$ cat src/rtl/uart_pkg.sv
// rtl/uart_pkg.sv - shared UART receiver types and constants
package uart_pkg;

    typedef enum logic [2:0] {
        IDLE,
        START,
        DATA,
        PARITY,
        STOP,
        BREAK
    } rx_state_t;

    localparam int CLKS_PER_BIT_115200 = 434;

    // Command-word characters consumed by the downstream detector
    localparam logic [7:0] ASCII_S = 8'h53;
    localparam logic [7:0] ASCII_T = 8'h54;
    localparam logic [7:0] ASCII_A = 8'h41;
    localparam logic [7:0] ASCII_R = 8'h52;

endpackage

$ cat src/rtl/uart_rx_sync.sv
// rtl/uart_rx_sync.sv - RX pin metastability synchronizer with falling-edge detect
module uart_rx_sync #(
    parameter int SYNC_STAGES = 2
) (
    input  logic clk_50M,
    input  logic rst,
    input  logic rx,
    output logic rxs,
    output logic fall_pulse
);

    logic [SYNC_STAGES-1:0] sync_q;
    logic                   rxs_prev;

    // Preset to the idle-high level so reset never looks like a start bit
    always_ff @(posedge clk_50M) begin
        if (rst) begin
            sync_q   <= '1;
            rxs_prev <= 1'b1;
        end else begin
            sync_q   <= {sync_q[SYNC_STAGES-2:0], rx};
            rxs_prev <= sync_q[SYNC_STAGES-1];
        end
    end

    assign rxs        = sync_q[SYNC_STAGES-1];
    assign fall_pulse = rxs_prev & ~rxs;

endmodule

$ cat src/rtl/uart_rx.sv
// rtl/uart_rx.sv - 8N1 UART receiver; UART_RX_PARITY_EN adds an even-parity bit and parity_err
module uart_rx
    import uart_pkg::*;
#(
    parameter int CLKS_PER_BIT = CLKS_PER_BIT_115200,
    parameter int SYNC_STAGES  = 2
) (
    input  logic       clk_50M,
    input  logic       rst,
    input  logic       rx,
    output logic [7:0] rx_msg,
    output logic       rx_complete,
    output logic       frame_err,
    output logic       busy
`ifdef UART_RX_PARITY_EN
    ,
    output logic       parity_err
`endif
);

    localparam int CW = $clog2(CLKS_PER_BIT);
    localparam logic [CW-1:0] HALF_CNT = CW'((CLKS_PER_BIT - 1) / 2);
    localparam logic [CW-1:0] LAST_CNT = CW'(CLKS_PER_BIT - 1);

    logic rxs;
    logic fall_pulse;

    rx_state_t     state, state_n;
    logic [CW-1:0] baud_cnt, baud_cnt_n;
    logic [2:0]    bit_idx, bit_idx_n;
    logic [7:0]    shift_q, shift_n;
    logic [7:0]    msg_n;
    logic          complete_n;
    logic          ferr_n;
    logic          baud_tick;

`ifdef UART_RX_PARITY_EN
    logic par_bad, par_bad_n;
    logic perr_n;
`endif

    uart_rx_sync #(
        .SYNC_STAGES(SYNC_STAGES)
    ) u_sync (
        .clk_50M   (clk_50M),
        .rst       (rst),
        .rx        (rx),
        .rxs       (rxs),
        .fall_pulse(fall_pulse)
    );

    assign baud_tick = (baud_cnt == LAST_CNT);
    assign busy      = (state != IDLE);

    always_ff @(posedge clk_50M) begin
        if (rst) begin
            state       <= IDLE;
            baud_cnt    <= '0;
            bit_idx     <= '0;
            shift_q     <= '0;
            rx_msg      <= 8'h00;
            rx_complete <= 1'b0;
            frame_err   <= 1'b0;
`ifdef UART_RX_PARITY_EN
            par_bad     <= 1'b0;
            parity_err  <= 1'b0;
`endif
        end else begin
            state       <= state_n;
            baud_cnt    <= baud_cnt_n;
            bit_idx     <= bit_idx_n;
            shift_q     <= shift_n;
            rx_msg      <= msg_n;
            rx_complete <= complete_n;
            frame_err   <= ferr_n;
`ifdef UART_RX_PARITY_EN
            par_bad     <= par_bad_n;
            parity_err  <= perr_n;
`endif
        end
    end

    always_comb begin
        state_n    = state;
        baud_cnt_n = baud_cnt;
        bit_idx_n  = bit_idx;
        shift_n    = shift_q;
        msg_n      = rx_msg;
        complete_n = 1'b0;
        ferr_n     = 1'b0;
`ifdef UART_RX_PARITY_EN
        par_bad_n  = par_bad;
        perr_n     = 1'b0;
`endif
        unique case (state)
            IDLE: begin
                baud_cnt_n = '0;
                bit_idx_n  = '0;
`ifdef UART_RX_PARITY_EN
                par_bad_n  = 1'b0;
`endif
                if (fall_pulse) begin
                    state_n = START;
                end
            end
            // Half-bit wait re-checks the start bit to reject short glitches
            START: begin
                if (baud_cnt == HALF_CNT) begin
                    baud_cnt_n = '0;
                    state_n    = rxs ? IDLE : DATA;
                end else begin
                    baud_cnt_n = baud_cnt + CW'(1);
                end
            end
            DATA: begin
                if (baud_tick) begin
                    baud_cnt_n       = '0;
                    shift_n[bit_idx] = rxs;
                    bit_idx_n        = bit_idx + 3'd1;
                    if (bit_idx == 3'd7) begin
`ifdef UART_RX_PARITY_EN
                        state_n = PARITY;
`else
                        state_n = STOP;
`endif
                    end
                end else begin
                    baud_cnt_n = baud_cnt + CW'(1);
                end
            end
`ifdef UART_RX_PARITY_EN
            PARITY: begin
                if (baud_tick) begin
                    baud_cnt_n = '0;
                    par_bad_n  = (^shift_q) ^ rxs;
                    state_n    = STOP;
                end else begin
                    baud_cnt_n = baud_cnt + CW'(1);
                end
            end
`endif
            // A low stop bit wins over a parity error
            STOP: begin
                if (baud_tick) begin
                    baud_cnt_n = '0;
                    if (rxs) begin
                        state_n = IDLE;
`ifdef UART_RX_PARITY_EN
                        if (par_bad) begin
                            perr_n = 1'b1;
                        end else begin
                            msg_n      = shift_q;
                            complete_n = 1'b1;
                        end
`else
                        msg_n      = shift_q;
                        complete_n = 1'b1;
`endif
                    end else begin
                        ferr_n  = 1'b1;
                        state_n = BREAK;
                    end
                end else begin
                    baud_cnt_n = baud_cnt + CW'(1);
                end
            end
            BREAK: begin
                baud_cnt_n = '0;
                if (rxs) begin
                    state_n = IDLE;
                end
            end
            default: begin
                state_n = IDLE;
            end
        endcase
    end

endmodule
$ cat config.mk
export PLATFORM = sky130hd
export DESIGN_NAME = uart_rx
export DESIGN_NICKNAME = d
export VERILOG_FILES = /design/src/rtl/uart_pkg.sv /design/src/rtl/uart_rx_sync.sv /design/src/rtl/uart_rx.sv
export SDC_FILE = /design/constraint.sdc
export NUM_CORES = 1
export LEC_CHECK = 0
export CAP_MARGIN = 10
export CELL_PAD_IN_SITES_DETAIL_PLACEMENT = 2
export CELL_PAD_IN_SITES_GLOBAL_PLACEMENT = 2
export CORE_MARGIN = 1.5
export CORE_UTILIZATION = 36
export DETAILED_ROUTE_END_ITERATION = 8
export PLACE_DENSITY_LB_ADDON = 0.1
export SLEW_MARGIN = 20
export SYNTH_ARGS = -nofsm -noshare
export SYNTH_HDL_FRONTEND = slang
export SYNTH_SLANG_ARGS = --single-unit
$ cat constraint.sdc
create_clock -name clk_50M -period 2 [get_ports clk_50M]
set_input_delay 0.2 -clock clk_50M [delete_from_list [all_inputs] [get_ports clk_50M]]
set_output_delay 0.2 -clock clk_50M [all_outputs]
set_load 0.02 [all_outputs]
==> results.cfg <==
[status]
status = finished clean

[logic_synthesis]
yosys.area.top_type_share_pct = 40.6
ys_seq_area_share_pct = 40.6
synth_ff_type = dfxtp_1
synth_common_cells = dfxtp_1 (36), nand2_1 (21), mux2i_1 (17)
syn_avg_cell_area_um2 = 9.15
synth-edff-count = 0
syn-cell-area_um2 = 1770
syn_nets = 202
synthArstFlopShare_pct = 0
post-synth-top-count-cell = dfxtp_1
synth_top_area_cell = dfxtp_1
ys_ff_latch = 36
yosysWarnings = 0
synth_area_leaders = dfxtp_1 (41%), mux2i_1 (9.6%), nand2_1 (4.4%)
postSynthCellCount = 194
ys_types = 53

[grt]
globalRouteTotalUtil_pct = 19.8
overflow = 0
grt_pass1_wl_um = 8020
grt_max_degree = 19
grt_pass1_vias = 1568
antenna_found_initial = 0

[floorplanning]
io_pins = 14
die_area_um2 = 5360
core_area_um2 = 4720
die_y_um = 73.2
rows = 25
die_w_um = 73.2
start_util_pct = 37.6

[critical_path]
path_buf_inv = 1
worstSetupPathType = register to register
arrival_ns = 2.03
critical_path.cell_chain = ha_1, and4b_1, a211oi_4, buf_12, o311ai_0, o21ai_0
startpoint_type = register
slowest_delay_ns = 0.40
endpoint_kind = register
worst_ep_required_time_ns = 2.16
crit_path_max_fanout = 10
cp_slowest_cell = dfxtp_1
cp_top_family = compound AO/OA/AOI/OAI gates

[power_and_ir_drop]
p_leak_nw = 0.856
ir_drop_v = 0.000381
finalPower_mw = 1.75
powerDensity_nw_per_um2 = 818

[sta]
worst_pin_slew_ns = 0.435
final.setup_skew_ns = 0.00842
fmax_mhz = 535
fin_crit_sh_pct = 93.4
slew_headroom_pct = 71.0
slew_viol_final = 0
whs_ns = 0.416
hold_violations = 0
fin_ws_ns = 0.132
min_period_ns = 1.87
fin_tns_setup_ns = 0
setup_viol = 0

[drt]
drt_first_iter_violations = 47
route.detailed.drc = 0
routed_wl_um = 4700
dr.pass1.iters = 4
final_antenna_net_count = 0
vias_per_cell = 5.41
vias = 1515
wl_per_cell_um = 16.8

[cts]
cts_root_buffer = clkbuf_8
ctsLongestPathBuffers = 2
h-tree-depth = 2
cts.sinks = 36
clk_pin_slew_ns = 0.07
cts_buffers = 5
cts-resized-gates = 0
clk_latency_ns = 0.29
cts-hold-fix-buffers = 0
cts_tree = yes

[placed_design]
routabilityCongestion = 0.744
io_buffers = 13
post-place-ws_ns = 0.0378
dpl_cell_area_um2 = 2000
post-dp-hpwl_um = 3340

[finish]
antennaDiodeCount = 0
drive_gt1_share_pct = 13.1
nNetsFinal = 220
fillers = 514
area_delta_synth_final_pct = 20.7
fin_area_um2 = 2140

[worst_hold_path]
hp-class = register to register

[run]
drv_cap = 0
## logic make-up (layout without fill, tap and decap cells)
| kind of cell | Yosys count | count (layout) | share of synthesized area [%] |
|---|---|---|---|
| AO/OA/AOI/OAI | 40 | 40 | 16.4 |
| XOR/XNOR | 4 | 4 | 1.97 |
| adder cells (fa/ha/maj) | 5 | 5 | 3.53 |
| buffers and inverters | 15 | 34 | 3.81 |
| flip-flops | 36 | 36 | 40.6 |
| multiplexers | 17 | 17 | 9.59 |
| AND/OR/NAND/NOR | 77 | 77 | 24.0 |
## area by class of cell
type	count	area [um2]	area share (%)
inverters	4	15.0	0.701
well taps	67	83.8	3.91
clock inverters	1	30.0	1.40
multi-input cells	143	986	46.0
repair buffers	22	210	9.81
flip-flops and latches	36	721	33.6
clock buffers	7	96.3	4.50
## per-stage QoR
stage,std cells,utilization (%)
4_1_cts,279,44.9
3_5_place_dp,271,42.3
6_report,280,45.4
3_3_place_gp,271,42.3
2_1_floorplan,194,-
5_1_grt,280,45.4
## flip-flops by register name, indices dropped and copies added, names as in the netlist
name and flops:
u_sync.sync_q 2, rx_complete 1, baud_cnt 9, u_sync.rxs_prev 1, shift_q 8, rx_msg 8
bit_idx 3, frame_err 1, state 3
## what timing repair did
item,CTS,global route
buffers inserted,0,1
setup endpoints to repair,1,7
pin swaps,1,1
## per-layer routing
metal	vias to the layer above	global-route usage [%]	routed length [um]
met4	0	6.92	72
met5	-	0	0
met2	16	32.0	2300
met3	7	4.56	108
li1	737	-	-
met1	755	25.8	2220
## final timing paths
check	end	cells past startpoint	slack, ns	start
min reg2reg	u_sync.sync_q[1]	1	0.42	u_sync.sync_q[0]
min	u_sync.sync_q[1]	1	0.42	u_sync.sync_q[0]
max	state[0]	6	0.13	baud_cnt[0]
max reg2reg	state[0]	6	0.13	baud_cnt[0]
## power breakdown
group	switching [mW]	internal (mW)	total [mW]
Clock	0.270	0.440	0.710
Sequential	0.0333	0.736	0.769
Combinational	0.168	0.105	0.273
Total	0.471	1.28	1.75
## layout by cell type, fill, tap and decap left out, types with 2 or more instances in the layout
cell type / netlist / final
ha_1: 5 / 5
nand4_1: 5 / 5
clkdlybuf4s50_1: 0 / 13
nand2b_1: 2 / 2
o22ai_1: 4 / 4
nand3_1: 6 / 6
or2_2: 4 / 4
nor2_1: 14 / 14
dfxtp_1: 36 / 36
clkbuf_8: 0 / 7
and3_1: 3 / 3
nand2_1: 21 / 21
nor3b_1: 3 / 3
nor2b_1: 2 / 2
nor4_1: 2 / 2
o21ai_0: 5 / 5
or3b_1: 3 / 3
buf_4: 0 / 8
mux2i_1: 17 / 17
a21oi_1: 10 / 10
a211oi_1: 3 / 3
xor2_1: 3 / 3
inv_1: 4 / 4
nor4bb_1: 2 / 2
and4b_1: 2 / 2
Power figures use the tool's default switching activity.
